### src/rtl/raizing_pcm_bankarb.sv
// PCM bank mapper and round-robin ROM port arbiter for up to four M6295 voices.
// Each voice has a one-byte cache; misses are fetched one at a time over ROM_CS/ROM_OK.
module raizing_pcm_bankarb #(
  parameter int unsigned       CHIPS     = 2,
  parameter int unsigned       REQ_AW    = 18,
  parameter int unsigned       ROM_AW    = 21,
  parameter logic [ROM_AW-1:0] CHIP_OFFS = 21'h100000,
  parameter logic [CHIPS-1:0]  PAGED     = '0
) (
  input  logic                    CLK96,
  input  logic                    RESET96_N,
  input  logic                    BANK_WR,
  input  logic [1:0]              BANK_CHIP,
  input  logic [1:0]              BANK_IDX,
  input  logic [7:0]              BANK_DATA,
  input  logic [CHIPS*REQ_AW-1:0] REQ_ADDR,
  output logic [CHIPS*8-1:0]      REQ_DATA,
  output logic [CHIPS-1:0]        REQ_OK,
  output logic                    ROM_CS,
  output logic [ROM_AW-1:0]       ROM_ADDR,
  input  logic [7:0]              ROM_DOUT,
  input  logic                    ROM_OK
);

  localparam int unsigned CW = (CHIPS > 1) ? $clog2(CHIPS) : 1;

  typedef enum logic [1:0] {
    ST_IDLE  = 2'd0,
    ST_ISSUE = 2'd1,
    ST_WAIT  = 2'd2
  } state_e;

  state_e            state_q, state_d;
  logic [7:0]        bank_q [CHIPS][4];
  logic [7:0]        bank_d [CHIPS][4];
  logic [ROM_AW-1:0] tag_q  [CHIPS];
  logic [ROM_AW-1:0] tag_d  [CHIPS];
  logic [7:0]        data_q [CHIPS];
  logic [7:0]        data_d [CHIPS];
  logic [CHIPS-1:0]  valid_q, valid_d;
  logic [CW-1:0]     rr_q, rr_d;
  logic [CW-1:0]     grant_q, grant_d;
  logic              rom_cs_q, rom_cs_d;
  logic [ROM_AW-1:0] rom_addr_q, rom_addr_d;

  logic [ROM_AW-1:0] trans [CHIPS];
  logic [CHIPS-1:0]  hit;
  logic [CW-1:0]     pick_lo, pick_hi;
  logic              found_lo, found_hi;

  // Per-chip translation and cache hit; phrase-table page for low addresses when paged.
  for (genvar c = 0; c < CHIPS; c++) begin : g_chip
    localparam logic [ROM_AW-1:0] BASE = ROM_AW'(CHIP_OFFS * c);
    logic [REQ_AW-1:0] addr;
    logic [1:0]        slot;

    assign addr  = REQ_ADDR[c*REQ_AW +: REQ_AW];
    assign slot  = (PAGED[c] && (addr < REQ_AW'(32'h400))) ? addr[9:8] : addr[17:16];
    assign trans[c] = BASE + ROM_AW'({bank_q[c][slot], addr[15:0]});
    assign hit[c]   = valid_q[c] && (tag_q[c] == trans[c]);
    assign REQ_OK[c] = hit[c];
    assign REQ_DATA[c*8 +: 8] = data_q[c];
  end

  // Rotating priority: lowest missing chip at or above rr, else lowest missing chip.
  always_comb begin
    pick_lo  = '0;
    pick_hi  = '0;
    found_lo = 1'b0;
    found_hi = 1'b0;
    for (int c = int'(CHIPS) - 1; c >= 0; c--) begin
      if (!hit[c]) begin
        pick_lo  = CW'(c);
        found_lo = 1'b1;
        if (c >= int'(rr_q)) begin
          pick_hi  = CW'(c);
          found_hi = 1'b1;
        end
      end
    end
  end

  always_comb begin
    state_d    = state_q;
    bank_d     = bank_q;
    tag_d      = tag_q;
    data_d     = data_q;
    valid_d    = valid_q;
    rr_d       = rr_q;
    grant_d    = grant_q;
    rom_cs_d   = rom_cs_q;
    rom_addr_d = rom_addr_q;

    for (int c = 0; c < int'(CHIPS); c++) begin
      if (BANK_WR && (BANK_CHIP == 2'(c))) bank_d[c][BANK_IDX] = BANK_DATA;
    end

    unique case (state_q)
      ST_IDLE: begin
        if (found_lo) begin
          grant_d = found_hi ? pick_hi : pick_lo;
          for (int c = 0; c < int'(CHIPS); c++) begin
            if (grant_d == CW'(c)) rom_addr_d = trans[c];
          end
          rom_cs_d = 1'b1;
          state_d  = ST_ISSUE;
        end
      end
      // ROM_OK here may still belong to the previous address, so it is ignored.
      ST_ISSUE: state_d = ST_WAIT;
      ST_WAIT: begin
        if (ROM_OK) begin
          for (int c = 0; c < int'(CHIPS); c++) begin
            if (grant_q == CW'(c)) begin
              tag_d[c]   = rom_addr_q;
              data_d[c]  = ROM_DOUT;
              valid_d[c] = 1'b1;
            end
          end
          rr_d     = (int'(grant_q) == int'(CHIPS) - 1) ? '0 : CW'(grant_q + 1'b1);
          rom_cs_d = 1'b0;
          state_d  = ST_IDLE;
        end
      end
      default: begin
        rom_cs_d = 1'b0;
        state_d  = ST_IDLE;
      end
    endcase
  end

  always_ff @(posedge CLK96 or negedge RESET96_N) begin
    if (!RESET96_N) begin
      state_q    <= ST_IDLE;
      valid_q    <= '0;
      rr_q       <= '0;
      grant_q    <= '0;
      rom_cs_q   <= 1'b0;
      rom_addr_q <= '0;
      for (int c = 0; c < int'(CHIPS); c++) begin
        tag_q[c]  <= '0;
        data_q[c] <= '0;
        for (int s = 0; s < 4; s++) bank_q[c][s] <= '0;
      end
    end else begin
      state_q    <= state_d;
      valid_q    <= valid_d;
      rr_q       <= rr_d;
      grant_q    <= grant_d;
      rom_cs_q   <= rom_cs_d;
      rom_addr_q <= rom_addr_d;
      tag_q      <= tag_d;
      data_q     <= data_d;
      bank_q     <= bank_d;
    end
  end

  assign ROM_CS   = rom_cs_q;
  assign ROM_ADDR = rom_addr_q;

endmodule

### config.mk
export PLATFORM = sky130hd
export DESIGN_NAME = raizing_pcm_bankarb
export DESIGN_NICKNAME = d
export VERILOG_FILES = /design/src/rtl/raizing_pcm_bankarb.sv
export SDC_FILE = /design/constraint.sdc
export NUM_CORES = 1
export LEC_CHECK = 0
export ABC_AREA = 1
export BUFFER_PORTS_ARGS = -buffer_cell sky130_fd_sc_hd__buf_4
export CAP_MARGIN = 5
export CORE_MARGIN = 2
export CORE_UTILIZATION = 50
export CTS_BUF_LIST = sky130_fd_sc_hd__clkbuf_4 sky130_fd_sc_hd__clkbuf_8
export CTS_CLUSTER_DIAMETER = 120
export DETAILED_ROUTE_END_ITERATION = 7
export PLACE_DENSITY = 0.7
export SLEW_MARGIN = 20
export SYNTH_ARGS = -nofsm -noshare
export SYNTH_HDL_FRONTEND = slang
export SYNTH_SLANG_ARGS = --single-unit
### constraint.sdc
create_clock -name CLK96 -period 2.1 [get_ports CLK96]
set_input_delay 0 -clock CLK96 [delete_from_list [all_inputs] [get_ports CLK96]]
set_output_delay 0 -clock CLK96 [all_outputs]
set_load 0.1 [all_outputs]
### After elaboration in Yosys (flattened, before gate mapping)

Cells that the tools add are included.

* add/subtract/negate cells: 2
* magnitude comparators: 5
* equal/unequal tests: 7
* mux-type cells: 26
* bitwise operators: 5
* reductions and logical operators: 13

Operator list (number)
* 32-bit bitwise mux: 2
* 21-bit equality test: 2
* 8-bit binary-select mux with 2-bit select: 2
* 21-bit adder, first input constant: 1
* 21-bit two-way mux: 1
* 5-bit two-way mux: 4
* 8-bit demux with 2-bit select: 1
* 1-bit two-way mux: 11
* 3-bit greater-or-equal comparator, second input constant: 3
* 2-bit inverter with 3-bit output: 3
* 3-bit AND reduction: 3
* 8-bit two-way mux: 1
* 2-bit case mux with 3 select lines: 1
* 2-bit AND reduction: 3
* 1-bit logical AND: 5
* 2-bit by 1-bit equality test with 1-bit output, second input constant: 2
* 2-bit logical NOT: 2
* 2-bit two-way mux: 2
* 2-bit inequality test, second input constant: 2
* 3-bit by 1-bit < comparator with 1-bit output, second input constant: 1
* 1-bit case mux with 3 select lines: 1
* 2-bit equality test, second input constant: 1
* 1-bit inverter: 2
* 1-bit adder, second input constant: 1
* 1-bit greater-or-equal comparator, first input constant: 1

* register bits: 150
* bits of input ports: 60

### Longest topological paths before layout

* word-level depth: 12
* depth in mapped cells: 15
* gate-level depth less buffers: 14

### Worst setup path after synthesis

No wires, ideal clock.

* kind: register to output
* from: reg tag_q[21] (netlist name)
* to: out REQ_OK[0]
* arrival time: 2.345 ns
* data required time: 2.100 ns
* path slack: -0.245 ns
* cell stages (with the launch flop): 7
* buffers on the path: 0
* cells stage by stage: dfrtp_1 > nand2_1 > nand2_1 > or3_1 > nor4_1 > nand3b_1 > nor2_1

* cells in the longest elaborated chain, start to end: 2

RTL lines
* from (decl): RTL line 36 `logic [ROM_AW-1:0] tag_q [CHIPS];`
* from (signal assigned): RTL line 152 `tag_q <= tag_d;`
* 21-bit equality test: RTL line 60 `assign hit[c] = valid_q[c] && (tag_q[c] == trans[c]);`
* 1-bit logical AND: RTL line 60
* to (decl): RTL line 18 `output logic [CHIPS-1:0] REQ_OK,`

No other way between the ends.

### Worst setup path in the final report

Same ends and word-level chain as after synthesis.

==> impl_metrics.csv <==
group,metric,value,unit
placed_design,detailed_place_hpwl,11400,um
setup_path,crit_path_end_kind,"output port",
clock_network,cts_root_buffer,"clkbuf_8",
layout,drive_gt1_frac,0.217,
synth,yosysWarnings,0,
route,drt-initial-drc-count,494,
setup_path,r2r-end,"ROM_ADDR[10]",
route,via_per_inst,5.02,
floorplan,floorplan.die.height,116,um
grt,track_usage,0.264,
route,routed_wl,17700,um
setup_path,max_stage_delay,0.40,ns
timing,period_needed,2.16,ns
timing,finalSetupViolations,2,
synth,syn-cell-area,6310,um^2
setup_path,critPathArrivalTime,2.16,ns
setup_path,crit_required,2.10,ns
power_and_ir_drop,p_per_area,1540,nW/um^2
clock_network,htreeDepth,4,
layout,final_util,0.685,
timing,finalWorstSetupSlack,-0.0619,ns
clock_network,clk_transition_reported_paths,0.07,ns
setup_path,path_max_fanout,2,
synth,synth_ff_type,"dfrtp_1",
setup_path,crit_path_end,"REQ_OK[0]",
setup_path,critical_path_depth,8,
power_and_ir_drop,power,13.2,mW
setup_path,startpoint_type,"flip-flop",
route,dr_total_vias,5985,
setup_path,crit_path_top_delay_cell,"or3_4",
clock_network,clk_latency,0.46,ns
timing,timing.fmax,0.463,GHz
clock_network,cts_buffers,17,
route,drcViolationCount,0,
power_and_ir_drop,p_leak,4.43,nW
synth,yosysSeqAreaShare,0.500,
synth,ys_async_sr_fraction,1.00,
grt,grt_max_degree,127,
layout,fillCellCount,1035,
grt,antenna_found_initial,0,
timing,relSlewSlack,0.521,
power_and_ir_drop,switching_share,0.498,
route,post_drt_wl_per_cell,14.9,um
synth,synth_cells,842,
grt,grt_pass1_vias,5569,
setup_path,r2r-start,"tag_q[7]",
power_and_ir_drop,ir_drop,0.000933,V
setup_path,cp_top_family,"simple AND/OR/NAND/NOR gates",
timing,fin_setup_tns,-0.0730,ns
timing,finalHoldViolations,0,
setup_path,rrSetupSlack,-0.01,ns
hold_path,hold_path_class,"in2reg",
job,drv_cap,0,
placed_design,numPortBuffers,96,
timing,fin_crit_sh,1.03,
placed_design,dp_slack,-0.0443,ns
timing,slew_violations,0,
synth,ys_seq_elements,126,
setup_path,r2r_cells,14,
layout,syn_to_final_growth,35.3,%
setup_path,cp_num_buf_inv,2,
timing,tightest_slew,0.718,ns
route,first_pass_iters,5,
power_and_ir_drop,seqPwrFrac,0.308,
layout,nets,1068,
run_status,outcome,"finished, violations left",
clock_network,cts_tree,"built",
placed_design,place.gp.congestion,0.910,
route,ant_nets,0,
floorplan,die-width,116,um
layout,diodes,0,
power_and_ir_drop,p_clk_frac,0.179,
timing,hold_slack,0.0530,ns
floorplan,pin_count,100,
setup_path,criticalPathCategory,"reg2out",
grt,grt_overflow,0,
setup_path,cp-startpoint,"tag_q[21]",
clock_network,cts.sinks,126,
power_and_ir_drop,pwr-share-comb,0.513,
setup_path,path_cells,"buf_6 > nand2_2 > nand2_1 > or3_4 > nor4_4 > nand3b_1 > nor2_4 > buf_12",
timing,rsz0062_at_grt,"yes",
power_and_ir_drop,p_int,6.60,mW
floorplan,start_util,0.506,
synth,synth_enable_flop_cells,0,
grt,grt_pass1_wl,27200,um
floorplan,rows,41,
power_and_ir_drop,switchingPower,6.55,mW
synth,yosys.cell_types.count,34,
floorplan,die_area,13500,um^2
clock_network,cts.path.max_buffers,2,
synth,syn_area_per_cell,7.49,um^2
run_status,violations,"negative setup slack",
timing,finClkSkew,0.00922,ns
floorplan,fp.coreArea,12500,um^2
synth,synthesis.nets,902,
[cells in the mapped netlist, types with 2 or more instances]
cell type,count,area share
inv_1,102,0.061
nand2_4,2,0.0036
nand2_1,308,0.18
nand4_1,13,0.013
inv_2,3,0.0018
nor2_1,41,0.024
dfrtp_1,126,0.50
o21ai_1,2,0.0016
nor3b_1,2,0.0024
nor2_2,6,0.0060
a21oi_1,17,0.013
buf_4,2,0.0024
buf_2,4,0.0032
clkbuf_1,12,0.0071
nand3b_1,5,0.0060
xnor2_1,2,0.0028
nand2_2,2,0.0020
o21ai_0,87,0.069
buf_6,5,0.0089
nand3_1,86,0.068
or2_2,2,0.0020
[flip-flops by register name, indices dropped and copies added, names as in the netlist]
signal    count
bank_q       40
valid_q       2
grant_q       1
REQ_DATA     16
state_q       2
rr_q          1
ROM_ADDR     21
tag_q        42
ROM_CS        1
[tightest hold or removal path: stages]
cell and delay [ns]:
buf_4 0.12, nand3_1 0.10, nand2_1 0.09, nand2_1 0.06
nand3_1 0.06, nand2_1 0.04
[stage by stage]
stage               cells  instance area (um^2)
floorplan             842                  6310
global placement     1105                  7280
detailed placement   1105                  7280
CTS                  1183                  8240
global route         1192                  8530
finish               1192                  8530
[routing by layer]
metal  share of wire  global-route usage  routed length (um)
met4           0.029               0.110                 511
met3           0.060              0.0618                1070
met1            0.43               0.346                7580
met2            0.48               0.424                8580
met5               0                   0                   0
[worst min path at each step]
stage	startpoint	end	depth (start not counted)
4_1_cts	REQ_ADDR[17]	ROM_ADDR[17]	6
5_1_grt	REQ_ADDR[17]	ROM_ADDR[16]	6
3_3_place_gp	RESET96_N	tag_q[12]	2
2_1_floorplan	RESET96_N	REQ_DATA[0]	0
3_5_place_dp	RESET96_N	tag_q[12]	2
6_report	REQ_ADDR[17]	ROM_ADDR[19]	6
[kinds of logic (layout without fill, tap and decap cells)]
logic type | Yosys count | after routing | share of synthesized area
muxes | 1 | 1 | 0.00179
and+or+nand+nor | 474 | 475 | 0.320
xor gates and xnor gates | 3 | 3 | 0.00417
AOI/OAI and AO/OA | 110 | 110 | 0.0903
buffers and inverters | 128 | 305 | 0.0841
DFF | 126 | 126 | 0.500
[layout make-up]
cell class                 instances  area [um^2]  share of cell area
sequential                       126         3150               0.369
inverter                         105          394              0.0462
timing repair buffer             169         1520               0.178
clock inverter                    10          161              0.0189
multi-input combinational        589         2810               0.330
clock buffer                      21          277              0.0324
tap                              172          215              0.0252
[layout by cell type, fill, tap and decap left out, types with 3 or more instances in the layout]
cell / n
nand2_1: 279
dfrtp_1: 126
buf_4: 109
inv_1: 98
o21ai_0: 87
nand3_1: 83
dlygate4sd3_1: 47
nor2_1: 35
nand2_2: 27
clkbuf_8: 19
a21oi_1: 16
nand4_1: 13
nor2_2: 10
inv_2: 7
nand2_4: 6
nand3b_1: 5
buf_6: 5
buf_12: 5
bufinv_16: 4
nand3_2: 3
nor2_4: 3
clkinvlp_4: 3
clkbuf_16: 3
[power by group through the flow]
stage          registers, mW  clock network (mW)  logic, mW
2_1_floorplan           6.35                   0       2.26
3_3_place_gp            4.00                   0       6.11
3_5_place_dp            4.01                   0       6.18
4_1_cts                 3.99                2.40       6.30
5_1_grt                 4.16                2.51       7.26
6_report                4.05                2.36       6.75
[timing repair]
action                     in CTS  in global routing
setup buffers                   0                  4
pin swaps                       1                 29
hold buffers                   47                  0
resized for setup              11                 56
hold endpoints to repair      201                  0
cloned                          0                  5
setup endpoints to repair      23                 25
(Power assumes the default switching activity.)
